$ cat src/rtl/bus_interface_gen.sv
// 8088-style bus interface: runs T1..T4 (+TW, TH) cycles on an 8-bit multiplexed AD bus, prefetches into a byte queue, serves byte/word data requests.
// Latency: one CPU-clock tick per T-state; a byte cycle takes 4 ticks plus one per TW, and rsp_valid follows the final capture by one CLKx4 cycle.
// Backpressure: READY stretches T3 via TW; prefetch stalls while the queue is full; req_valid waits (held stable) until the req_ready pulse.
// Optional build macro BIU_WAIT_COUNT_EN adds the wait_count output (ticks spent in TW, saturating).
module bus_interface_gen #(
  parameter int          QDEPTH_LOG2  = 2,
  parameter logic [19:0] RESET_VECTOR = 20'hFFFF0
) (
  input  logic                 CLKx4,
  input  logic                 RESET,
  input  logic                 CLK,
  input  logic                 READY,
  input  logic                 HOLD,
  input  logic [7:0]           inAD,
  output logic [7:0]           outAD,
  output logic [7:0]           enAD,
  output logic [11:0]          A,
  output logic                 ALE,
  output logic                 RD_n,
  output logic                 WR_n,
  output logic                 IOM,
  output logic                 DTR,
  output logic                 DEN_n,
  output logic                 HOLDA,
  output logic [7:0]           q_top,
  output logic [19:0]          q_top_addr,
  output logic                 q_empty,
  output logic                 q_full,
  output logic [QDEPTH_LOG2:0] q_count,
  input  logic                 q_advance,
  input  logic                 flush,
  input  logic [19:0]          flush_addr,
  input  logic                 req_valid,
  input  logic                 req_write,
  input  logic                 req_io,
  input  logic                 req_word,
  input  logic [19:0]          req_addr,
  input  logic [15:0]          req_wdata,
  output logic                 req_ready,
  output logic                 rsp_valid,
  output logic [15:0]          rsp_rdata
`ifdef BIU_WAIT_COUNT_EN
  ,
  output logic [15:0]          wait_count
`endif
);

  localparam int QD = 1 << QDEPTH_LOG2;

  typedef enum logic [2:0] {TI, T1, T2, T3, TW, T4, TH} tState_t;

  tState_t tState;
  logic clkReg, tick;
  logic [19:0] fetchPtr;
  logic [7:0]  qData [QD];
  logic [19:0] qAddr [QD];
  logic [QDEPTH_LOG2:0] wrPtr, rdPtr;
  logic epoch, cycEpoch;
  logic cycData, cycWrite, cycHigh;
  logic [19:0] cycAddr;
  logic reqPend, reqWordR, reqWriteR, reqIoR;
  logic [19:0] reqAddrR;
  logic [15:0] reqWdataR;
  logic capture, push, pop, goFetch;
  logic nextData, nextWrite, nextIo;
  logic [19:0] nextAddr;

  assign tick    = CLK & ~clkReg;
  assign capture = tick && (tState == T3 || tState == TW) && READY;
  // A fetch byte only lands if no flush has happened since its T1 (epoch match) and none is happening now.
  assign push    = capture && !cycData && (cycEpoch == epoch) && !flush;
  assign pop     = q_advance && !q_empty && !flush;
  assign goFetch = flush || !q_full;

  assign q_count    = wrPtr - rdPtr;
  assign q_empty    = (wrPtr == rdPtr);
  assign q_full     = (wrPtr[QDEPTH_LOG2-1:0] == rdPtr[QDEPTH_LOG2-1:0]) &&
                      (wrPtr[QDEPTH_LOG2] != rdPtr[QDEPTH_LOG2]);
  assign q_top      = qData[rdPtr[QDEPTH_LOG2-1:0]];
  assign q_top_addr = qAddr[rdPtr[QDEPTH_LOG2-1:0]];

  // Edge detector for the CPU clock sampled in the CLKx4 domain
  always_ff @(posedge CLKx4) begin
    clkReg <= CLK;
  end

  // Attributes of the cycle that would start at the next arbitration: high byte, new request, else fetch
  always_comb begin
    nextData  = reqPend || req_valid;
    nextWrite = 1'b0;
    nextIo    = 1'b0;
    nextAddr  = flush ? flush_addr : fetchPtr;
    if (reqPend) begin
      nextWrite = reqWriteR;
      nextIo    = reqIoR;
      nextAddr  = reqAddrR + 20'd1;
    end else if (req_valid) begin
      nextWrite = req_write;
      nextIo    = req_io;
      nextAddr  = req_addr;
    end
  end

  // Queue storage: written only by an accepted fetch completion
  always_ff @(posedge CLKx4) begin
    if (push) begin
      qData[wrPtr[QDEPTH_LOG2-1:0]] <= inAD;
      qAddr[wrPtr[QDEPTH_LOG2-1:0]] <= cycAddr;
    end
  end

  // Queue pointers, fetch pointer and flush epoch; flush overrides both push and pop
  always_ff @(posedge CLKx4) begin
    if (RESET) begin
      wrPtr    <= '0;
      rdPtr    <= '0;
      epoch    <= 1'b0;
      fetchPtr <= RESET_VECTOR;
    end else if (flush) begin
      rdPtr    <= wrPtr;
      epoch    <= ~epoch;
      fetchPtr <= flush_addr;
    end else begin
      if (push) begin
        wrPtr    <= wrPtr + 1'b1;
        fetchPtr <= fetchPtr + 20'd1;
      end
      if (pop) rdPtr <= rdPtr + 1'b1;
    end
  end

  // Bus-cycle sequencer: T-state and strobes change only on ticks; handshake pulses last one CLKx4 cycle
  always_ff @(posedge CLKx4) begin
    if (RESET) begin
      tState    <= TI;
      ALE       <= 1'b0;
      RD_n      <= 1'b1;
      WR_n      <= 1'b1;
      DEN_n     <= 1'b1;
      IOM       <= 1'b0;
      DTR       <= 1'b0;
      HOLDA     <= 1'b0;
      enAD      <= 8'h00;
      outAD     <= 8'h00;
      A         <= 12'h000;
      req_ready <= 1'b0;
      rsp_valid <= 1'b0;
      rsp_rdata <= 16'h0000;
      cycData   <= 1'b0;
      cycWrite  <= 1'b0;
      cycHigh   <= 1'b0;
      cycEpoch  <= 1'b0;
      cycAddr   <= 20'h00000;
      reqPend   <= 1'b0;
      reqWordR  <= 1'b0;
      reqWriteR <= 1'b0;
      reqIoR    <= 1'b0;
      reqAddrR  <= 20'h00000;
      reqWdataR <= 16'h0000;
    end else begin
      req_ready <= 1'b0;
      rsp_valid <= 1'b0;
      if (tick) begin
        case (tState)
          TI, T4: begin
            if (HOLD) begin
              tState <= TH;
              HOLDA  <= 1'b1;
              enAD   <= 8'h00;
              ALE    <= 1'b0;
              RD_n   <= 1'b1;
              WR_n   <= 1'b1;
              DEN_n  <= 1'b1;
            end else if (nextData || goFetch) begin
              tState   <= T1;
              ALE      <= 1'b1;
              enAD     <= 8'hFF;
              outAD    <= nextAddr[7:0];
              A        <= nextAddr[19:8];
              IOM      <= nextIo;
              DTR      <= nextWrite;
              cycAddr  <= nextAddr;
              cycData  <= nextData;
              cycWrite <= nextWrite;
              cycHigh  <= reqPend;
              cycEpoch <= flush ? ~epoch : epoch;
              if (!reqPend && req_valid) begin
                req_ready <= 1'b1;
                reqWordR  <= req_word;
                reqWriteR <= req_write;
                reqIoR    <= req_io;
                reqAddrR  <= req_addr;
                reqWdataR <= req_wdata;
              end
            end else begin
              tState <= TI;
              enAD   <= 8'h00;
            end
          end
          T1: begin
            tState <= T2;
            ALE    <= 1'b0;
            DEN_n  <= 1'b0;
            if (cycWrite) begin
              WR_n  <= 1'b0;
              outAD <= cycHigh ? reqWdataR[15:8] : reqWdataR[7:0];
            end else begin
              RD_n <= 1'b0;
              enAD <= 8'h00;
            end
          end
          T2: tState <= T3;
          T3, TW: begin
            if (READY) begin
              tState <= T4;
              RD_n   <= 1'b1;
              WR_n   <= 1'b1;
              DEN_n  <= 1'b1;
              if (cycData) begin
                if (!cycWrite) begin
                  if (cycHigh) rsp_rdata[15:8] <= inAD;
                  else         rsp_rdata       <= {8'h00, inAD};
                end
                if (cycHigh || !reqWordR) begin
                  rsp_valid <= 1'b1;
                  reqPend   <= 1'b0;
                end else begin
                  reqPend <= 1'b1;
                end
              end
            end else begin
              tState <= TW;
            end
          end
          TH: begin
            if (!HOLD) begin
              tState <= TI;
              HOLDA  <= 1'b0;
            end
          end
          default: tState <= TI;
        endcase
      end
    end
  end

`ifdef BIU_WAIT_COUNT_EN
  // Saturating count of ticks spent in TW
  always_ff @(posedge CLKx4) begin
    if (RESET) wait_count <= 16'h0000;
    else if (tick && tState == TW && wait_count != 16'hFFFF) wait_count <= wait_count + 16'd1;
  end
`endif

endmodule

$ cat config.mk
export PLATFORM = sky130hd
export DESIGN_NAME = bus_interface_gen
export DESIGN_NICKNAME = d
export VERILOG_FILES = /design/src/rtl/bus_interface_gen.sv
export SDC_FILE = /design/constraint.sdc
export NUM_CORES = 1
export LEC_CHECK = 0
export CAP_MARGIN = 20
export CELL_PAD_IN_SITES_DETAIL_PLACEMENT = 2
export CELL_PAD_IN_SITES_GLOBAL_PLACEMENT = 2
export CORE_ASPECT_RATIO = 1.1
export CORE_MARGIN = 8
export CORE_UTILIZATION = 35
export CTS_CLUSTER_SIZE = 10
export DETAILED_ROUTE_END_ITERATION = 16
export GPL_TIMING_DRIVEN = 0
export PLACE_DENSITY = 0.83
export SLEW_MARGIN = 30
export SYNTH_ARGS = -nofsm -noshare
export SYNTH_HDL_FRONTEND = slang
export SYNTH_SLANG_ARGS = --single-unit
$ cat constraint.sdc
create_clock -name CLKx4 -period 3.7 [get_ports CLKx4]
set_input_delay 0.37 -clock CLKx4 [delete_from_list [all_inputs] [get_ports CLKx4]]
set_output_delay 0.37 -clock CLKx4 [all_outputs]
set_load 0.05 [all_outputs]
==> results.md, run 1 <==
- Finished Cell Area: 14000 um^2
- Iteration-0 DRC Markers: 560
- Arr. time, crit path: 3160 ps
- TritonRoute pass-1 iters: 5
- P_sw: 1.66 mW
- Critical Path Start Type: flop
- Worst Min Path Start: flush
- Global-route usage over all layers: 0.226
- Number of global-route vias before repair: 10244
- Final Hold Viols: 0
- Residual DRC: 0
- Clk_skew: 16.1 ps
- Clk sinks: 242
- WL final: 42200 um
- Cell-internal power: 4.61 mW
- Max VDD drop: 0.357 mV
- Clk network pwr share: 0.418
- Worst-path clk slew: 60 ps
- Starting Density: 0.357
- H-tree levels: 1
- Layout cells sized above 1: 0.107
- Hold Crit Class: in2reg
- Area growth syn-to-layout: 28.4%
- EDFF count, synth: 112
- Dpl cell area: 13100 um^2
- Combinational power share: 0.118
- First-pass GRT wire length: 64600 um
- Simple logic cell fraction of the synthesized area: 0.155
- CP Capture Type: primary output
- Clock Tree Root: clkbuf_16
- CTS buffer count: 29
- Longest Clk Path Bufs: 3
- Syn_area_per_cell: 10.6 um^2
- MaxCap Viol Count: 0
- GRT overflow: 0
- Sequential area share after synthesis: 0.548
- Xor/xnor cell area share of the yosys netlist: 0.0241
- Post-synth cell types: 72
- Post-layout nets: 1299
- CP required: 3330 ps
- Gp weighted congestion: 0.867
- Most common flop cell mapped by yosys: dfxtp_1
- Die width: 184 um
- CTS tree: built
- Final ANT Viol Nets: 0
- DR WL/cell: 25.6 um
- P per Cell Area: 449 nW/um^2
- DPL Wire Length: 30400 um
- FP Rows: 67
- Sequential power share: 0.464
- Synth Warn #: 0
- Worst reg2reg path startpoint: wrPtr[0]$_SDFFE_PP0P_
- Largest family of logic cells by synthesized area: simple AND/OR/NAND/NOR gates
- Peak Freq: 0.284 GHz
- Syn nets: 1108
- Initial antenna violation count: 1
- Period utilization: 0.953
- Vias after detailed routing: 9100
- Post-synth ARST share: 0
- Synthesis-stage register bit count: 242
- Setup Crit Path Kind: reg2out
- Slew margin rel.: 0.367
- Status: complete, no violations
- Static leakage: 4.68 nW
- Routed vias/inst: 5.52
- DIE HEIGHT: 201 um
- Mux share of post-synthesis cell area: 0.0778
- Input/output buffers: 157
- Clk_lat worst skew: 560 ps
- Worst Max-Slew Pin Slew: 950 ps
- Synthesized area: 10900 um^2
- Mapped Cells: 1023
- Final setup vio count: 0
- Post-synthesis compound-gate area fraction: 0.133
- Switching portion of total power: 0.264
- Fin crit period: 3530 ps
- Slew Limit Fails: 0
- Unrepaired setup endpoints after global routing: false
- Die ar.: 37000 um^2
- Maximum net fanout on the critical path: 10
- Core region area: 30500 um^2
- Fin Setup TNS: 0 ps
- Largest net degree at the start of global routing: 21
- Post-layout util: 0.458
- Synth Area in Adders: 0.0122
- Ports: 161
-- power groups by stage --
stage	clock network [mW]	registers [mW]	logic (mW)
after global routing	2.75	2.91	0.784
after floorplan	0	2.96	0.402
after detailed placement	0	2.96	0.733
after CTS	2.66	2.91	0.742
after global placement	0	2.95	0.713
final	2.62	2.91	0.740
-- final timing paths --
path / to / slack [ps] / depth (start not counted)
max: q_top_addr[16] / 170 / 4
min: fetchPtr[0]$_SDFFE_PP0P_ / 320 / 3
max reg2reg: cycAddr[4]$_SDFFE_PP0P_ / 480 / 9
min reg2reg: reqWdataR[6]$_SDFFE_PP0P_ / 460 / 2
-- layout by cell type (no fill, tap or decap), types with 5 or more instances in the layout --
master	count
nand2_1	161
clkdlybuf4s50_1	157
dfxtp_1	129
edfxtp_1	112
a21oi_1	85
clkbuf_1	64
nor2_1	52
o21ai_0	36
nand3_1	33
clkbuf_16	29
mux4_2	28
a211oi_1	26
nor3_1	26
inv_1	19
buf_4	19
mux2i_1	16
nand4_1	16
xor2_1	15
xnor2_1	15
buf_2	12
nor2b_1	12
nor4_1	11
a31oi_1	11
ha_1	9
nand2b_1	7
and3_1	6
buf_1	5
and2_1	5
a31o_2	5
a311oi_1	5
or2_2	5
-- final cells by class --
cell class | instances | area (um^2)
fill | 3189 | 16500
buffer | 90 | 469
multi-input combinational | 670 | 4420
inverter | 20 | 75.1
antenna | 1 | 2.50
tap | 414 | 518
sequential | 242 | 5970
clock inverter | 4 | 36.3
timing repair buffer | 161 | 1680
clock buffer | 47 | 813
-- flip-flops by register name, summed over array words and instances (netlist names), 3 cells and up, named ones only --
name,count
rdPtr,3
reqWdataR,16
tState,3
cycAddr,8
outAD,8
fetchPtr,20
wrPtr,3
reqAddrR,20
qAddr,80
qData,32
rsp_rdata,16
A,12
-- cell usage after synthesis (7+ instances only) --
cell,number,area (um^2)
nand4_1,16,100
nor2b_1,12,75.1
buf_1,7,26.3
nand2_1,161,604
xnor2_1,15,131
nor2_1,52,195
buf_4,19,143
dfxtp_1,130,2600
nand3_1,33,165
inv_1,19,71.3
clkbuf_1,49,184
nor4_1,11,68.8
nand2b_1,7,43.8
mux4_2,28,631
edfxtp_1,112,3360
a21oi_1,85,425
xor2_1,15,131
o21ai_0,36,180
buf_2,12,60.1
a211oi_1,26,195
ha_1,9,113
nor3_1,26,130
mux2i_1,16,160
and3_1,10,62.6
a31oi_1,11,68.8
-- what timing repair did --
item / 4_1_cts / 5_1_grt
setup endpoints to repair: 20 / 0
endpoints found under the hold margin: 0 / 0
resized for setup: 5 / 0
hold buffers: 0 / 0
setup buffers: 0 / 0
-- critical path: stages (launching register included) --
cell and delay (ps):
dfxtp_1 330, clkbuf_1 510, clkbuf_1 580, mux4_2 340, clkdlybuf4s50_1 830
-- kinds of logic after synthesis --
kind of cell,Yosys count
fa+ha+maj,10
xor+xnor,30
mux,49
buf+inv,111
flops,242
compound gates,221
simple gates,360
-- per-layer routing --
metal	GRT usage	vias up	part of all wire	routed length, um
met2	0.403	252	0.52	21900
met3	0.0284	80	0.042	1770
li1	-	4109	-	-
met4	0.0816	0	0.031	1320
met5	0	-	0	0
met1	0.274	4659	0.41	17300
-- per-stage QoR --
step / worst slack (ps) / hold slack (ps) / cells / power [mW]
floorplan: 834 / 398 / 1023 / 3.36
global placement: -353 / 439 / 1594 / 3.66
detailed placement: 28.7 / 451 / 1598 / 3.69
CTS: 76.1 / 330 / 1648 / 6.31
global route: 12.3 / 368 / 1649 / 6.44
finish: 174 / 321 / 1649 / 6.27
(Power assumes the default switching activity.)
==> inputs of run 2 (changes only) <==
- CTS_CLUSTER_DIAMETER: not set -> 150
- SLEW_MARGIN: 30 -> not set
- clock period: 3.7 -> 3.8 ns (I/O delays scaled with it)
==> results.md, run 2 (synthesis gave the netlist of run 1 again) <==
- Status: complete, no violations
- Leading cell type in the layout, fill and taps excluded: nand2_1
- Arr. time, crit path: 3210 ps
- Slew margin rel.: 0.379
- Layout cells sized above 1: 0.103
- Clk sinks: 242
- Ports: 161
- Unrepaired setup endpoints after global routing: false
- Setup repair bufs after CTS: 0
- Total power: 5.95 mW
- Number of global-route vias before repair: 10027
- Initial antenna violation count: 0
- DIE HEIGHT: 201 um
- FP Rows: 67
- H-tree levels: 1
- Largest net degree at the start of global routing: 30
- Gp weighted congestion: 0.867
- Finished Cell Area: 13800 um^2
- Global-route usage over all layers: 0.219
- Area growth syn-to-layout: 26.6%
- Global-route met2 utilization: 0.389
- P per Cell Area: 432 nW/um^2
- Clk_lat worst skew: 540 ps
- CTS buffer count: 28
- Post-layout nets: 1296
- Core region area: 30500 um^2
- Die ar.: 37000 um^2
- Iteration-0 DRC Markers: 531
- GR Util met1: 0.267
- CTS tree: built
- Most frequent cells in the layout: 161 x nand2_1, 157 x clkdlybuf4s50_1, 129 x dfxtp_1
- Period utilization: 0.945
- CP Capture Type: primary output
- WL final: 40500 um
- Final Hold Viols: 0
- Register area: 5970 um^2
- Starting Density: 0.357
- Multi-input gate area: 4390 um^2
- Max VDD drop: 0.302 mV
- CP required: 3420 ps
- DR WL/cell: 24.7 um
- Fill cells: 3196
- Longest Clk Path Bufs: 3
- Final ANT Viol Nets: 0
- Clk_skew: 19.2 ps
- First-pass GRT wire length: 62600 um
- Critical Path Start Type: flop
- Residual DRC: 0
- Ant diodes: 0
- Largest register FFs: 80
- Input/output buffers: 157
- Peak Freq: 0.278 GHz
- Final setup vio count: 0
- Static leakage: 4.61 nW
- Busiest grt layer: met2
- Hold Crit Class: in2reg
- Maximum net fanout on the critical path: 10
- Worst Max-Slew Pin Slew: 926 ps
- Dpl cell area: 13000 um^2
- DPL Wire Length: 29900 um
- Vias after detailed routing: 9023
- Die width: 184 um
- GRT overflow: 0
- Fin crit period: 3590 ps
- Routed vias/inst: 5.51
- Worst-path clk slew: 60 ps
- TritonRoute pass-1 iters: 5
- Slew Limit Fails: 0
- Setup Crit Path Kind: reg2out
- Clock Tree Root: clkbuf_16
- Grt met3 use: 0.0313
- MaxCap Viol Count: 0
run 2: what timing repair did:
item | CTS | global route
endpoints found under the setup margin | 20 | 1
gates cloned | 0 | 0
hold buffers | 0 | 0
gates resized for setup | 4 | 1
run 2: path summary, 6_finish.rpt:
kind	slack (ps)	end	depth (start not counted)	start
worst max register to register	520	cycAddr[7]$_SDFFE_PP0P_	9	wrPtr[0]$_SDFFE_PP0P_
worst max-delay path	210	q_top_addr[16]	4	flop
worst min register to register	460	reqWdataR[6]$_SDFFE_PP0P_	2	reqWdataR[6]$_SDFFE_PP0P_
worst min-delay path	330	fetchPtr[0]$_SDFFE_PP0P_	3	flush
run 2: cell type report:
type	count	area share
repair buffers	159	0.115
clock inverters	2	0.00182
well taps	414	0.0376
clock buffers	42	0.0546
plain buffers	90	0.0340
inverters	20	0.00545
multi-input cells	670	0.318
flip-flops and latches	242	0.433
run 2: worst max-delay path, cell delays in order (launching register included):
cell and delay [ps]:
dfxtp_1 300, clkbuf_1 540, clkbuf_1 640, mux4_2 380
clkdlybuf4s50_1 810
run 2: report_power, final:
| part | total (mW) | internal [mW] | switching (mW) | leakage [nW] |
|---|---|---|---|---|
| registers | 2.83 | 2.77 | 0.0627 | 2.11 |
| logic | 0.709 | 0.269 | 0.440 | 2.13 |
| clock network | 2.41 | 1.35 | 1.06 | 0.373 |
| total | 5.95 | 4.39 | 1.56 | 4.61 |
run 2: metal layers:
metal | up-vias | wire length (um)
met3 | 65 | 1810
met4 | 0 | 1190
li1 | 4102 | -
met1 | 4596 | 16700
met5 | - | 0
met2 | 260 | 20900
run 2: through the flow:
stage               cells  hold WS, ps  setup TNS, ps  worst slack [ps]  utilization
global route         1639          380              0               104        0.452
floorplan            1023          408              0               934            -
finish               1639          335              0               208        0.452
detailed placement   1595          451              0               136        0.426
CTS                  1638          341              0              99.1        0.451
global placement     1594          439         -26760              -263        0.425
